--- src/rtl/rp_asg_ramp_if.sv ---
// Sample/control bundle between an ASG channel and its soft-start ramp stage.
// Member names are seen from the ramp stage: *_i enter the ramp, *_o leave it.
interface rp_asg_ramp_if #(
    parameter int unsigned DW = 14,
    parameter int unsigned GW = 16
);
    logic [DW-1:0] dat_i;
    logic          en_i;
    logic [GW-1:0] set_step_i;
    logic [15:0]   set_rate_i;
    logic [DW-1:0] dat_o;
    logic [GW-1:0] gain_o;
    logic [1:0]    state_o;
    logic          done_o;

    // Ramp stage side.
    modport slave (
        input  dat_i,
        input  en_i,
        input  set_step_i,
        input  set_rate_i,
        output dat_o,
        output gain_o,
        output state_o,
        output done_o
    );

    // Upstream side: ASG channel plus configuration.
    modport master (
        output dat_i,
        output en_i,
        output set_step_i,
        output set_rate_i,
        input  dat_o,
        input  gain_o,
        input  state_o,
        input  done_o
    );
endinterface

--- src/rtl/rp_asg_ramp.sv ---
// Soft-start/soft-stop gain stage for one ASG channel. Ramps a Q1.15 gain
// between 0 and 1.0 on enable/disable and applies it to the sample stream
// through a two-register multiply pipeline.
module rp_asg_ramp #(
    parameter int unsigned DW = 14,
    parameter int unsigned GW = 16
) (
    input  logic dac_clk_i,
    input  logic dac_rst_i,
    rp_asg_ramp_if.slave bus_if
);

    localparam logic [GW-1:0] GainMax = GW'(1) << (GW - 1);
    localparam int unsigned   PW      = DW + GW + 1;

    typedef enum logic [1:0] {
        StIdle = 2'd0,
        StUp   = 2'd1,
        StRun  = 2'd2,
        StDown = 2'd3
    } state_e;

    state_e         state_q, state_d;
    logic [GW-1:0]  gain_q, gain_d;
    logic [15:0]    pre_cnt_q, pre_cnt_d;
    logic           done_q, done_d;
    logic signed [PW-1:0] prod_q, prod_d;
    logic [DW-1:0]  dat_q, dat_d;

    logic           tick;
    logic           step_zero;
    logic [GW:0]    gain_up;
    logic signed [GW:0] gain_dn;
    logic           up_full;
    logic           dn_empty;

    // Tick and gain-step arithmetic, shared by the UP and DOWN branches.
    always_comb begin
        tick      = (pre_cnt_q == bus_if.set_rate_i);
        step_zero = (bus_if.set_step_i == '0);
        gain_up   = {1'b0, gain_q} + {1'b0, bus_if.set_step_i};
        gain_dn   = $signed({1'b0, gain_q}) - $signed({1'b0, bus_if.set_step_i});
        up_full   = (gain_up >= {1'b0, GainMax});
        dn_empty  = gain_dn[GW] || (gain_dn == '0);
    end

    // Ramp FSM next state; an en_i change always wins over a same-cycle tick.
    always_comb begin
        state_d   = state_q;
        gain_d    = gain_q;
        pre_cnt_d = pre_cnt_q;
        done_d    = 1'b0;
        unique case (state_q)
            StIdle: begin
                gain_d    = '0;
                pre_cnt_d = '0;
                if (bus_if.en_i) begin
                    if (step_zero) begin
                        state_d = StRun;
                        gain_d  = GainMax;
                    end else begin
                        state_d = StUp;
                    end
                end
            end
            StUp: begin
                if (!bus_if.en_i) begin
                    state_d   = StDown;
                    pre_cnt_d = '0;
                end else if (tick) begin
                    pre_cnt_d = '0;
                    if (up_full) begin
                        gain_d  = GainMax;
                        state_d = StRun;
                        done_d  = 1'b1;
                    end else begin
                        gain_d = gain_up[GW-1:0];
                    end
                end else begin
                    pre_cnt_d = pre_cnt_q + 16'd1;
                end
            end
            StRun: begin
                gain_d    = GainMax;
                pre_cnt_d = '0;
                if (!bus_if.en_i) begin
                    if (step_zero) begin
                        state_d = StIdle;
                        gain_d  = '0;
                    end else begin
                        state_d = StDown;
                    end
                end
            end
            StDown: begin
                if (bus_if.en_i) begin
                    state_d   = StUp;
                    pre_cnt_d = '0;
                end else if (tick) begin
                    pre_cnt_d = '0;
                    if (dn_empty) begin
                        gain_d  = '0;
                        state_d = StIdle;
                        done_d  = 1'b1;
                    end else begin
                        gain_d = gain_dn[GW-1:0];
                    end
                end else begin
                    pre_cnt_d = pre_cnt_q + 16'd1;
                end
            end
            default: begin
                state_d   = StIdle;
                gain_d    = '0;
                pre_cnt_d = '0;
            end
        endcase
    end

    // Datapath: the gain on gain_o this cycle scales the sample on dat_i this cycle.
    always_comb begin
        prod_d = $signed(bus_if.dat_i) * $signed({1'b0, gain_q});
        dat_d  = prod_q[DW+GW-2:GW-1];
    end

    // All state and pipeline registers, synchronously reset.
    always_ff @(posedge dac_clk_i) begin
        if (dac_rst_i) begin
            state_q   <= StIdle;
            gain_q    <= '0;
            pre_cnt_q <= '0;
            done_q    <= 1'b0;
            prod_q    <= '0;
            dat_q     <= '0;
        end else begin
            state_q   <= state_d;
            gain_q    <= gain_d;
            pre_cnt_q <= pre_cnt_d;
            done_q    <= done_d;
            prod_q    <= prod_d;
            dat_q     <= dat_d;
        end
    end

    // Fraction bits and the redundant sign bit of the product are dropped by design.
    logic unused_prod;
    assign unused_prod = ^{prod_q[PW-1], prod_q[GW-2:0]};

    assign bus_if.dat_o   = dat_q;
    assign bus_if.gain_o  = gain_q;
    assign bus_if.state_o = state_q;
    assign bus_if.done_o  = done_q;

endmodule

--- src/flat_wrapper.sv ---
// flat-port wrapper written by rule: the top's interface ports become plain ports
module rp_asg_ramp_flat 
#(
    parameter int unsigned DW = 14,
    parameter int unsigned GW = 16
)
  (dac_clk_i, dac_rst_i, bus_if_dat_i, bus_if_en_i, bus_if_set_step_i, bus_if_set_rate_i, bus_if_dat_o, bus_if_gain_o, bus_if_state_o, bus_if_done_o);
  rp_asg_ramp_if #(.DW(DW), .GW(GW)) bus_if_i ();
  input  logic dac_clk_i;
  input  logic dac_rst_i;
  input wire logic [$bits(bus_if_i.dat_i)-1:0] bus_if_dat_i;
  input wire logic [$bits(bus_if_i.en_i)-1:0] bus_if_en_i;
  input wire logic [$bits(bus_if_i.set_step_i)-1:0] bus_if_set_step_i;
  input wire logic [$bits(bus_if_i.set_rate_i)-1:0] bus_if_set_rate_i;
  output wire logic [$bits(bus_if_i.dat_o)-1:0] bus_if_dat_o;
  output wire logic [$bits(bus_if_i.gain_o)-1:0] bus_if_gain_o;
  output wire logic [$bits(bus_if_i.state_o)-1:0] bus_if_state_o;
  output wire logic [$bits(bus_if_i.done_o)-1:0] bus_if_done_o;
  assign bus_if_i.dat_i = bus_if_dat_i;
  assign bus_if_i.en_i = bus_if_en_i;
  assign bus_if_i.set_step_i = bus_if_set_step_i;
  assign bus_if_i.set_rate_i = bus_if_set_rate_i;
  assign bus_if_dat_o = bus_if_i.dat_o;
  assign bus_if_gain_o = bus_if_i.gain_o;
  assign bus_if_state_o = bus_if_i.state_o;
  assign bus_if_done_o = bus_if_i.done_o;
  rp_asg_ramp #(.DW(DW), .GW(GW)) u_core (.dac_clk_i(dac_clk_i), .dac_rst_i(dac_rst_i), .bus_if(bus_if_i));
endmodule
--- config.mk ---
export PLATFORM = sky130hd
export DESIGN_NAME = rp_asg_ramp_flat
export DESIGN_NICKNAME = d
export VERILOG_FILES = /design/src/rtl/rp_asg_ramp_if.sv /design/src/rtl/rp_asg_ramp.sv /design/src/flat_wrapper.sv
export SDC_FILE = /design/constraint.sdc
export NUM_CORES = 1
export LEC_CHECK = 0
export ABC_AREA = 1
export BUFFER_PORTS_ARGS = -buffer_cell sky130_fd_sc_hd__clkbuf_2
export CAP_MARGIN = 40
export CORE_ASPECT_RATIO = 1.25
export CORE_MARGIN = 2
export CORE_UTILIZATION = 45
export DETAILED_ROUTE_END_ITERATION = 8
export PLACE_DENSITY = 0.73
export SLEW_MARGIN = 10
export SYNTH_ARGS = -nofsm -noshare
export SYNTH_HDL_FRONTEND = slang
export SYNTH_SLANG_ARGS = --single-unit
--- constraint.sdc ---
create_clock -name dac_clk_i -period 10.1 [get_ports dac_clk_i]
set_input_delay 1.01 -clock dac_clk_i [delete_from_list [all_inputs] [get_ports dac_clk_i]]
set_output_delay 1.01 -clock dac_clk_i [all_outputs]
set_load 0.01 [all_outputs]
Word level (Yosys, flattened, before mapping)
Cells that the tools add are included.
{ "op_classes": {"add_sub_neg": 3, "mul": 1, "order_cmp": 1, "n_eq_ne": 14, "n_mux": 33, "reduce_logical": 7} }
{ "ops": {"columns": ["cell", "count"], "rows": [
  ["$mux 16", 13],
  ["$pmux 16 s4", 1],
  ["$pmux 16 s3", 1],
  ["$mul 14x17->29", 1],
  ["$mux 2", 10],
  ["$add 16x16->17", 1],
  ["$ge 17x16->1 const B", 1],
  ["$logic_not 17->1", 1],
  ["$sub 16x16->17", 1],
  ["$add 16x1->16 const B", 1],
  ["$eq 16x16->1", 1],
  ["$logic_not 16->1", 1],
  ["$ne 3x2->1 const B", 4],
  ["$ne 2x2->1 const B", 4],
  ["$pmux 2 s4", 1],
  ["$mux 1", 6],
  ["$reduce_and 6->1", 1],
  ["$eq 2x2->1 const B", 2],
  ["$ne 2x1->1 const B", 2],
  ["$reduce_and 4->1", 1],
  ["$eq 2x1->1 const B", 1],
  ["$logic_not 2->1", 1],
  ["$pmux 1 s2", 1],
  ["$reduce_or 2->1", 1],
  ["$logic_or 1x1->1", 1]
]} }
{ "word_totals": {"reg_bits": 78, "in_bits": 49, "out_inout_bits": 33} }

Longest topological paths before layout
Gate-level depths: netlist (run 1).
{ "logic_depth": {"word_depth": 7, "depth_mapped": 25} }

Least setup slack after synthesis (run 1)
OpenSTA, ideal clock, no wires.
{ "synth_path": {"path_kind": "input to register", "from": "input port bus_if_dat_i[5]", "to": "register u_core.prod_q[23]", "setup_ns": 0.113, "arrival_time_ns": 5.872, "required_time_ns": 9.987, "slack_ns": 4.115, "cell_stages": 22, "n_path_buf": 2, "cell_sequence": "clkbuf_1 -> clkbuf_1 -> nand2_1 -> fa_1 -> fa_1 -> fa_1 -> inv_1 -> fa_1 -> fa_1 -> inv_1 -> fa_1 -> inv_1 -> ha_1 -> a21oi_1 -> o21ai_0 -> a21oi_1 -> nand2_1 -> a21o_1 -> a21oi_1 -> nand2_1 -> nand2_1 -> nor2_1"} }
{ "synth_via": {"elab_chain_len": 1} }
{ "synth_rtl": {"columns": ["element", "line", "source"], "rows": [
  ["start, declared", "flat_wrapper.sv:11", "input wire logic [$bits(bus_if_i.dat_i)-1:0] bus_if_dat_i;"],
  ["$mul 14x17->29", "rp_asg_ramp.sv:122", "prod_d = $signed(bus_if.dat_i) * $signed({1'b0, gain_q});"],
  ["end signal, assigned", "rp_asg_ramp.sv:140", "prod_q <= prod_d;"],
  ["end, declared", "rp_asg_ramp.sv:27", "logic signed [PW-1:0] prod_q, prod_d;"]
]} }
No other way between the ends.
A chain may end at the register's enable or synchronous reset.

Worst setup path after layout (run 1)
{ "layout_path": {"from": "input port bus_if_dat_i[2]", "to": "register u_core.prod_q[20]"} }
The elaborated chain is that of the path after synthesis.

==> results.json, run 1 <==
{
  "setup_viol": 0,
  "root_buffer_cell": "clkbuf_16",
  "power.leakage_uw": 0.00788,
  "post_syn_area_per_cell_sq_um": 7.09,
  "detail_route.wirelength_um": 30700,
  "dpl_worst_slack_ps": 3850,
  "die_area_sq_um": 28700,
  "post_synthesis_async_set_or_reset_flop_share_pct": 0,
  "element_type_at_the_critical_path_end": "flip-flop",
  "quantity_of_i_o_buffers_inserted_on_ports": 81,
  "areaGrowthSynthToFinish_pct": 8.06,
  "synthesis.nets": 2083,
  "routed_via_density": 5.11,
  "startpoint_type_of_the_worst_setup_path": "input pin",
  "yosys-top-cells-area": "fa_1 27%, inv_1 13%, ha_1 13%",
  "maxCapViolCount": 0,
  "max_slew.worst_pin.slew_ps": 937,
  "dr.first_iter.drc_count": 576,
  "routed-via-count": 10866,
  "vias_in_the_first_global_route": 11293,
  "cts_inserted_buffers": 9,
  "synthCells": 1736,
  "seq_area_frac_synth_pct": 10.2,
  "hold_viol_final": 0,
  "cts_setup_buffers": 0,
  "max_slew_headroom_pct": 37.4,
  "synth_enable_flop_cells": 0,
  "synthDominantAreaCellType": "fa_1",
  "number_of_buffers_added_to_fix_hold_violations_after_cts": 0,
  "synth_ff_type": "dfxtp_1",
  "start_util_pct": 45.9,
  "worstPathArrival_ps": 6230,
  "p_per_area_nw_per_um2": 259,
  "hold_path.class": "flip-flop to flip-flop",
  "antenna_left": 0,
  "synthDominantCellAreaShare_pct": 27.2,
  "rows": 67,
  "routedWlPerCell_um": 14.5,
  "finish.net_count": 2122,
  "core_area_sq_um": 26800,
  "clk_latency_ps": 350,
  "antenna_violations_before_repair": 0,
  "number_of_iterations_in_the_first_detailed_routing_pass": 6,
  "ys_types": 49,
  "postCtsResizedCells": 0,
  "io-pin-count": 82,
  "grt_use_total_pct": 22.6,
  "die-width_um": 152,
  "global_route.overflow_total": 0,
  "vdd_ir_drop_max_mv": 0.237,
  "final.min_clock_period_ps": 5960,
  "post-route-worst-setup-slack_ps": 4140,
  "yosysMostFrequentCell": "inv_1",
  "grt_pass1_wl_um": 53200,
  "layout-drive-gt1-share_pct": 9.44,
  "hold_ws_ps": 400,
  "route.detailed.drc": 0,
  "clk_pin_slew_ps": 60,
  "yosysWarningCount": 0,
  "postSynthRegisterBits": 63,
  "timing.final.crit_share_pct": 59.0,
  "netlist_top_cells_count": "438 x inv_1, 415 x nand2_1, 167 x fa_1",
  "setup_total_negative_slack_ps": 0,
  "fmax_mhz": 168,
  "insertedDiodeCount": 0,
  "timing_max_transition_violations_final": 0,
  "die_height_um": 189,
  "grt_max_degree": 32,
  "post_synth_instance_area_sq_um": 12300,
  "run_status": "finished clean",
  "clkSinkCount": 63,
  "path_class": "input pin to flip-flop",
  "critPathRequiredTime_ps": 10370,
  "cts_h_tree_lvls": 3,
  "gpl.final_weighted_congestion": 0.918,
  "clock_tree.buffer_depth": 2,
  "skew_ps": 8.14,
  "place.detailed.hpwl_um": 25600,
  "timing.critical_path.fanout_max": 16,
  "cts_tree": "done",
  "rsz0062_at_grt": "no"
}
-- state kept, by name, indices dropped and copies added, names as in the netlist --
| name | cells |
|---|---|
| u_core.prod_q | 14 |
| u_core.bus_if.dat_o | 14 |
| u_core.pre_cnt_q | 16 |
| u_core.bus_if.gain_o | 16 |
| u_core.bus_if.done_o | 1 |
| u_core.bus_if.state_o | 2 |
-- worst paths after layout --
check | startpoint | to | slack (ps) | cells past startpoint
max reg2reg | u_core.bus_if.gain_o[10] | u_core.prod_q[20] | 4190 | 17
min | u_core.prod_q[18] | u_core.bus_if.dat_o[3] | 400 | 2
max | bus_if_dat_i[2] | u_core.prod_q[20] | 4140 | 22
min reg2reg | u_core.prod_q[18] | u_core.bus_if.dat_o[3] | 400 | 2
-- cell usage in the layout (no fill, tap or decap), drive strengths merged, types with 2 or more instances in the layout --
master	count
inv	448
nand2	430
fa	167
ha	131
nor2	119
a21oi	94
clkbuf	90
dfxtp	63
nand3	59
o21ai	52
xor2	22
nand4	19
nor3	16
xnor2	11
buf	8
a21o	7
or2	6
nor4	5
a31oi	5
o21a	4
o21bai	4
and2	3
bufinv	3
clkinv	3
a221oi	2
nor3b	2
-- routing by layer --
metal | part of all wire (%) | vias up | wire (um) | track usage, %
li1 | - | 5244 | - | -
met4 | 4.7 | 0 | 1450 | 10.9
met2 | 49 | 384 | 15000 | 40.4
met5 | 0 | - | 0 | 0
met1 | 41 | 5142 | 12700 | 27.3
met3 | 5.3 | 96 | 1620 | 2.20
-- cell type report --
class                      instances  area [sq um]
fill                            2661         13500
multi-input combinational       1164          9070
inverter                         448          1690
sequential                        63          1260
timing repair buffer              89           510
tap                              345           432
clock buffer                       9           225
clock inverter                     7           120
-- report_power, final --
| group | total (uW) | leakage, uW | internal (uW) | switching (uW) |
|---|---|---|---|---|
| clock | 365 | 0.000166 | 242 | 123 |
| combinational | 2690 | 0.00720 | 983 | 1710 |
| sequential | 386 | 0.000516 | 312 | 74.5 |
| total | 3440 | 0.00788 | 1540 | 1910 |
-- cells by family after synthesis --
kind of cell,Yosys count,synth area share (%)
AOI/OAI and AO/OA,173,8.03
xor gates and xnor gates,33,2.35
adders and majority gates,298,40.5
buffers and inverters,509,16.1
DFF,63,10.2
and+or+nand+nor,660,22.8
-- critical path, cell delays in order --
cell and delay, ps:
clkbuf_2 240, nand2_1 130, inv_1 70, fa_1 530, inv_1 50, fa_1 490, inv_1 60, fa_1 480
fa_1 500, fa_1 540, inv_1 80, fa_1 480, inv_1 40, ha_1 310, nand2_1 80, nor2_1 150
inv_1 80, nor3_1 220, a21oi_1 150, o21ai_0 230, o21ai_0 130, a21oi_1 170
-- per-stage QoR --
step	util (%)	power, uW	cells	cell area [sq um]
floorplan	-	2340	1736	12300
global placement	48.0	2980	2103	12900
detailed placement	48.3	3050	2109	13000
CTS	49.6	3450	2125	13300
global route	49.6	3890	2125	13300
finish	49.6	3440	2125	13300
No activity file was read; power rests on OpenSTA's default activity.
==> run 2: changes to the inputs <==
Clock period 10.1 ns to 6 ns, I/O delays scaled along.
==> run 2 against run 1 <==
Global-route usage up 0.26 points; core utilization rose by 0.28 points; sequential share of layout area about the same.
==> results.json, run 2 (synthesis gave the netlist of run 1 again) <==
{
  "grt_max_degree": 32,
  "path_class": "flip-flop to flip-flop",
  "clkSinkCount": 63,
  "die-width_um": 152,
  "final.min_clock_period_ps": 5610,
  "postPlaceCellArea_sq_um": 13000,
  "element_type_at_the_critical_path_end": "flip-flop",
  "gpl.final_weighted_congestion": 0.973,
  "root_buffer_cell": "clkbuf_16",
  "start_util_pct": 45.9,
  "finish.net_count": 2139,
  "antenna_violations_before_repair": 0,
  "finish.instance_area_sq_um": 13400,
  "antenna_left": 0,
  "cts_tree": "done",
  "timing.final.crit_share_pct": 93.5,
  "die_area_sq_um": 28700,
  "grt_use_total_pct": 22.9,
  "layout_commonest_cell": "inv_1",
  "hold_path.class": "flip-flop to flip-flop",
  "insertedDiodeCount": 0,
  "fmax_mhz": 178,
  "clk_latency_ps": 350,
  "routed_via_density": 5.08,
  "core_area_sq_um": 26800,
  "skew_ps": 10.9,
  "nFillCells": 2609,
  "vias_in_the_first_global_route": 11278,
  "power.leakage_uw": 0.00795,
  "worstPathArrival_ps": 5830,
  "critical_path.reg2reg.startpoint": "u_core.bus_if.gain_o[7]",
  "io-pin-count": 82,
  "p_per_area_nw_per_um2": 431,
  "place.detailed.hpwl_um": 26000,
  "grt_pass1_wl_um": 53800,
  "setup_viol": 0,
  "run_status": "finished clean",
  "die_height_um": 189,
  "cts_h_tree_lvls": 3,
  "route.detailed.drc": 0,
  "clk_pin_slew_ps": 60,
  "layout-drive-gt1-share_pct": 10.6,
  "timing.critical_path.fanout_max": 12,
  "global_route.overflow_total": 0,
  "critPathRequiredTime_ps": 6220,
  "most_used_cells_in_the_layout_excluding_fill_and_tap_cells": "438 x inv_1, 415 x nand2_1, 167 x fa_1",
  "routed-via-count": 10887,
  "setup_total_negative_slack_ps": 0,
  "max_slew.worst_pin.slew_ps": 784,
  "routedWlPerCell_um": 14.7,
  "startpoint_of_the_most_critical_setup_path": "u_core.bus_if.gain_o[7]",
  "cts_inserted_buffers": 9,
  "max_slew_headroom_pct": 47.7,
  "hold_viol_final": 0,
  "vdd_ir_drop_max_mv": 0.377,
  "rows": 67,
  "detail_route.wirelength_um": 31400,
  "rsz0062_at_grt": "no",
  "quantity_of_i_o_buffers_inserted_on_ports": 81,
  "timing_max_transition_violations_final": 0,
  "maxCapViolCount": 0,
  "clock_tree.buffer_depth": 2,
  "worstHoldStart": "u_core.prod_q[24]",
  "dr.first_iter.drc_count": 670,
  "startpoint_type_of_the_worst_setup_path": "flip-flop",
  "areaGrowthSynthToFinish_pct": 8.67,
  "number_of_buffers_added_to_fix_hold_violations_after_cts": 0,
  "number_of_iterations_in_the_first_detailed_routing_pass": 5
}
## run 2: changes by cell type in the layout (fill, tap and decap cells not counted), sizes merged
| cell | delta |
|---|---|
| clkbuf | +1 |
| clkinv | -1 |
| clkinvlp | +1 |
| bufinv | -1 |
| buf | +17 |
## run 2: worst paths after layout
check	slack [ps]	cells after the start	endpoint
setup / recovery	390	19	u_core.prod_q[24]
hold / removal	400	2	u_core.bus_if.dat_o[9]
setup reg to reg	390	19	u_core.prod_q[24]
hold reg to reg	400	2	u_core.bus_if.dat_o[9]
## run 2: cell type report
class / count / area, sq um / area share (%)
Sequential cell: 63 / 1270 / 9.47
Multi-Input combinational cell: 1164 / 9070 / 67.8
Timing Repair Buffer: 106 / 593 / 4.43
Tap cell: 345 / 432 / 3.23
Clock buffer: 10 / 239 / 1.79
Clock inverter: 6 / 92.6 / 0.692
Inverter: 448 / 1690 / 12.6
## run 2: power by group
| group | total [uW] | switching [uW] | internal (uW) | leakage (uW) |
|---|---|---|---|---|
| clock network | 588 | 211 | 377 | 0.000155 |
| logic | 4520 | 2850 | 1670 | 0.00727 |
| registers | 662 | 135 | 527 | 0.000518 |
## run 2: critical path, stage by stage (launching register included)
cell and delay, ps:
dfxtp_1 690, nand2_1 160, fa_1 500, fa_1 560, inv_1 60, fa_1 550
fa_1 420, fa_1 520, inv_1 60, fa_1 480, inv_1 40, ha_1 320
a21oi_1 170, inv_1 70, a21oi_1 210, nand2_1 120, a221oi_1 250, nand2_1 110
o21ai_0 150, a21oi_1 60
## run 2: through the flow
step / hold WS [ps] / utilization, % / worst slack, ps / cells / total power, uW
global route: 424 / 49.9 / 5.76 / 2142 / 6510
global placement: 393 / 48.6 / 218 / 2126 / 5060
finish: 398 / 49.9 / 389 / 2142 / 5770
floorplan: 388 / - / 425 / 1736 / 3950
CTS: 403 / 49.9 / 345 / 2142 / 5790
detailed placement: 399 / 48.6 / 166 / 2126 / 5130
## run 2: layer usage
metal / global-route usage (%) / wire [um] / vias to the layer above
met5: 0 / 0 / -
met4: 8.02 / 943 / 0
met3: 2.36 / 1470 / 54
met2: 41.4 / 15900 / 327
met1: 28.4 / 13000 / 5230
li1: - / - / 5276
## run 2: what timing repair did
item / CTS / global route
setup buffers: 0 / 0
setup endpoints to repair: 0 / 6
resized for setup: 0 / 5
==> run 3: changes to the inputs <==
Settings changed: RECOVER_POWER set to 50.
Clock period 6 ns to 5.7 ns, I/O delays scaled along.
==> run 3 against run 2 <==
Global-route usage about the same; core utilization is 0.38 points higher; clock-buffer cell count did not move; fmax rose by 2.3%; combinational power grew 5.5%; sequential cell count unchanged; cell count grew 0.98%; highest routed layer unchanged; via count shrank 0.42%; sequential share of layout area about the same; die area did not move; worst setup slack worse by 170 ps.
==> results.json, run 3 (synthesis gave the netlist of run 1 again) <==
{
  "cts_tree": "done",
  "grt_max_degree": 32,
  "number_of_iterations_in_the_first_detailed_routing_pass": 7,
  "critPathRequiredTime_ps": 5960,
  "finish.net_count": 2160,
  "io-pin-count": 82,
  "clk_latency_ps": 340,
  "grt_use_total_pct": 22.9,
  "nFillCells": 2673,
  "routed-via-count": 10841,
  "hold_path.class": "flip-flop to flip-flop",
  "dpl_worst_slack_ps": -18.3,
  "max_slew_headroom_pct": 47.1,
  "fmax_mhz": 182,
  "timing.final.crit_share_pct": 96.2,
  "post-route-worst-setup-slack_ps": 214,
  "final.min_clock_period_ps": 5490,
  "route.detailed.drc": 0,
  "element_type_at_the_critical_path_end": "flip-flop",
  "place.detailed.hpwl_um": 26300,
  "antenna_left": 0,
  "dr.first_iter.drc_count": 735,
  "cts_inserted_buffers": 9,
  "layout-drive-gt1-share_pct": 10.8,
  "root_buffer_cell": "clkbuf_16",
  "rsz0062_at_grt": "yes",
  "setup_viol": 0,
  "most_used_cells_in_the_layout_excluding_fill_and_tap_cells": "437 x inv_1, 415 x nand2_1, 167 x fa_1",
  "detail_route.wirelength_um": 30900,
  "areaGrowthSynthToFinish_pct": 9.49,
  "skew_ps": 8.92,
  "setup_total_negative_slack_ps": 0,
  "area_of_the_multi_input_gates_sq_um": 9080,
  "worstPathArrival_ps": 5740,
  "cts_h_tree_lvls": 3,
  "vdd_ir_drop_max_mv": 0.409,
  "hold_viol_final": 0,
  "timing_max_transition_violations_final": 0,
  "timing.critical_path.fanout_max": 11,
  "antenna_violations_before_repair": 0,
  "clk_pin_slew_ps": 50,
  "global_route.overflow_total": 0,
  "die_area_sq_um": 28700,
  "vias_in_the_first_global_route": 11419,
  "die-width_um": 152,
  "p_per_area_nw_per_um2": 445,
  "insertedDiodeCount": 0,
  "seq_area_sq_um": 1270,
  "rows": 67,
  "die_height_um": 189,
  "clkSinkCount": 63,
  "core_area_sq_um": 26800,
  "routed_via_density": 5.01,
  "clock_tree.buffer_depth": 2,
  "layout_commonest_cell": "inv_1",
  "quantity_of_i_o_buffers_inserted_on_ports": 81,
  "path_class": "flip-flop to flip-flop",
  "max_slew.worst_pin.slew_ps": 793,
  "routedWlPerCell_um": 14.3,
  "start_util_pct": 45.9,
  "power.leakage_uw": 0.00797,
  "gpl.final_weighted_congestion": 0.913,
  "grt_pass1_wl_um": 53900,
  "startpoint_type_of_the_worst_setup_path": "flip-flop",
  "run_status": "finished clean",
  "maxCapViolCount": 0
}
-- run 3: cell types whose count changed in the layout (fill, tap and decap cells not counted), sizes merged --
cell,change
bufinv,-1
inv,-2
clkbuf,+3
buf,+18
clkinv,+3
-- run 3: worst max-delay path: stages (launching register included) --
cell and delay [ps]:
dfxtp_2 490, buf_4 200, nand2_1 70, fa_1 510, inv_1 60, fa_1 580
fa_1 460, fa_1 480, fa_1 500, inv_1 50, fa_1 470, inv_1 40
ha_1 320, nand2_1 90, inv_1 80, nand2_1 70, o21ai_0 330, a21oi_2 90
o21bai_1 230, o21ai_0 110, a21oi_1 190
-- run 3: worst paths after layout --
| path | depth (start not counted) | slack [ps] | start | to |
|---|---|---|---|---|
| max | 20 | 210 | u_core.bus_if.gain_o[7] | u_core.prod_q[22] |
| min reg2reg | 2 | 400 | u_core.prod_q[15] | u_core.bus_if.dat_o[0] |
| max reg2reg | 20 | 210 | u_core.bus_if.gain_o[7] | u_core.prod_q[22] |
| min | 2 | 400 | u_core.prod_q[15] | u_core.bus_if.dat_o[0] |
-- run 3: layer usage --
metal | wire length (um) | global-route usage, % | up-vias
li1 | - | - | 5317
met1 | 12900 | 28.4 | 5160
met2 | 15500 | 41.4 | 303
met3 | 1500 | 2.08 | 61
met4 | 1070 | 8.16 | 0
met5 | 0 | 0 | -
-- run 3: layout make-up --
cell class | count | area share [%]
clock buffer | 10 | 1.70
sequential | 63 | 9.44
multi-input combinational | 1164 | 67.3
tap | 345 | 3.20
inverter | 448 | 12.5
clock inverter | 6 | 0.455
timing repair buffer | 127 | 5.33
-- run 3: stage by stage --
step / instance area, sq um / hold WS [ps] / util (%) / cells / power (uW)
after floorplan: 12300 / 388 / - / 1736 / 4150
after global routing: 13500 / 440 / 50.3 / 2163 / 6810
after global placement: 13200 / 399 / 49.2 / 2147 / 5340
after detailed placement: 13200 / 399 / 49.2 / 2147 / 5420
after CTS: 13500 / 408 / 50.3 / 2163 / 6040
final: 13500 / 401 / 50.3 / 2163 / 6000
-- run 3: timing repair --
action,CTS,global route
endpoints found under the setup margin,0,11
buffers inserted,0,0
resized for setup,0,13
hold buffers,0,0
-- run 3: power breakdown --
part           internal, uW  total [uW]  leakage [uW]  switching, uW
Clock                   337         547      0.000142            211
Sequential              556         683      0.000520            127
Combinational          1770        4770       0.00730           3000
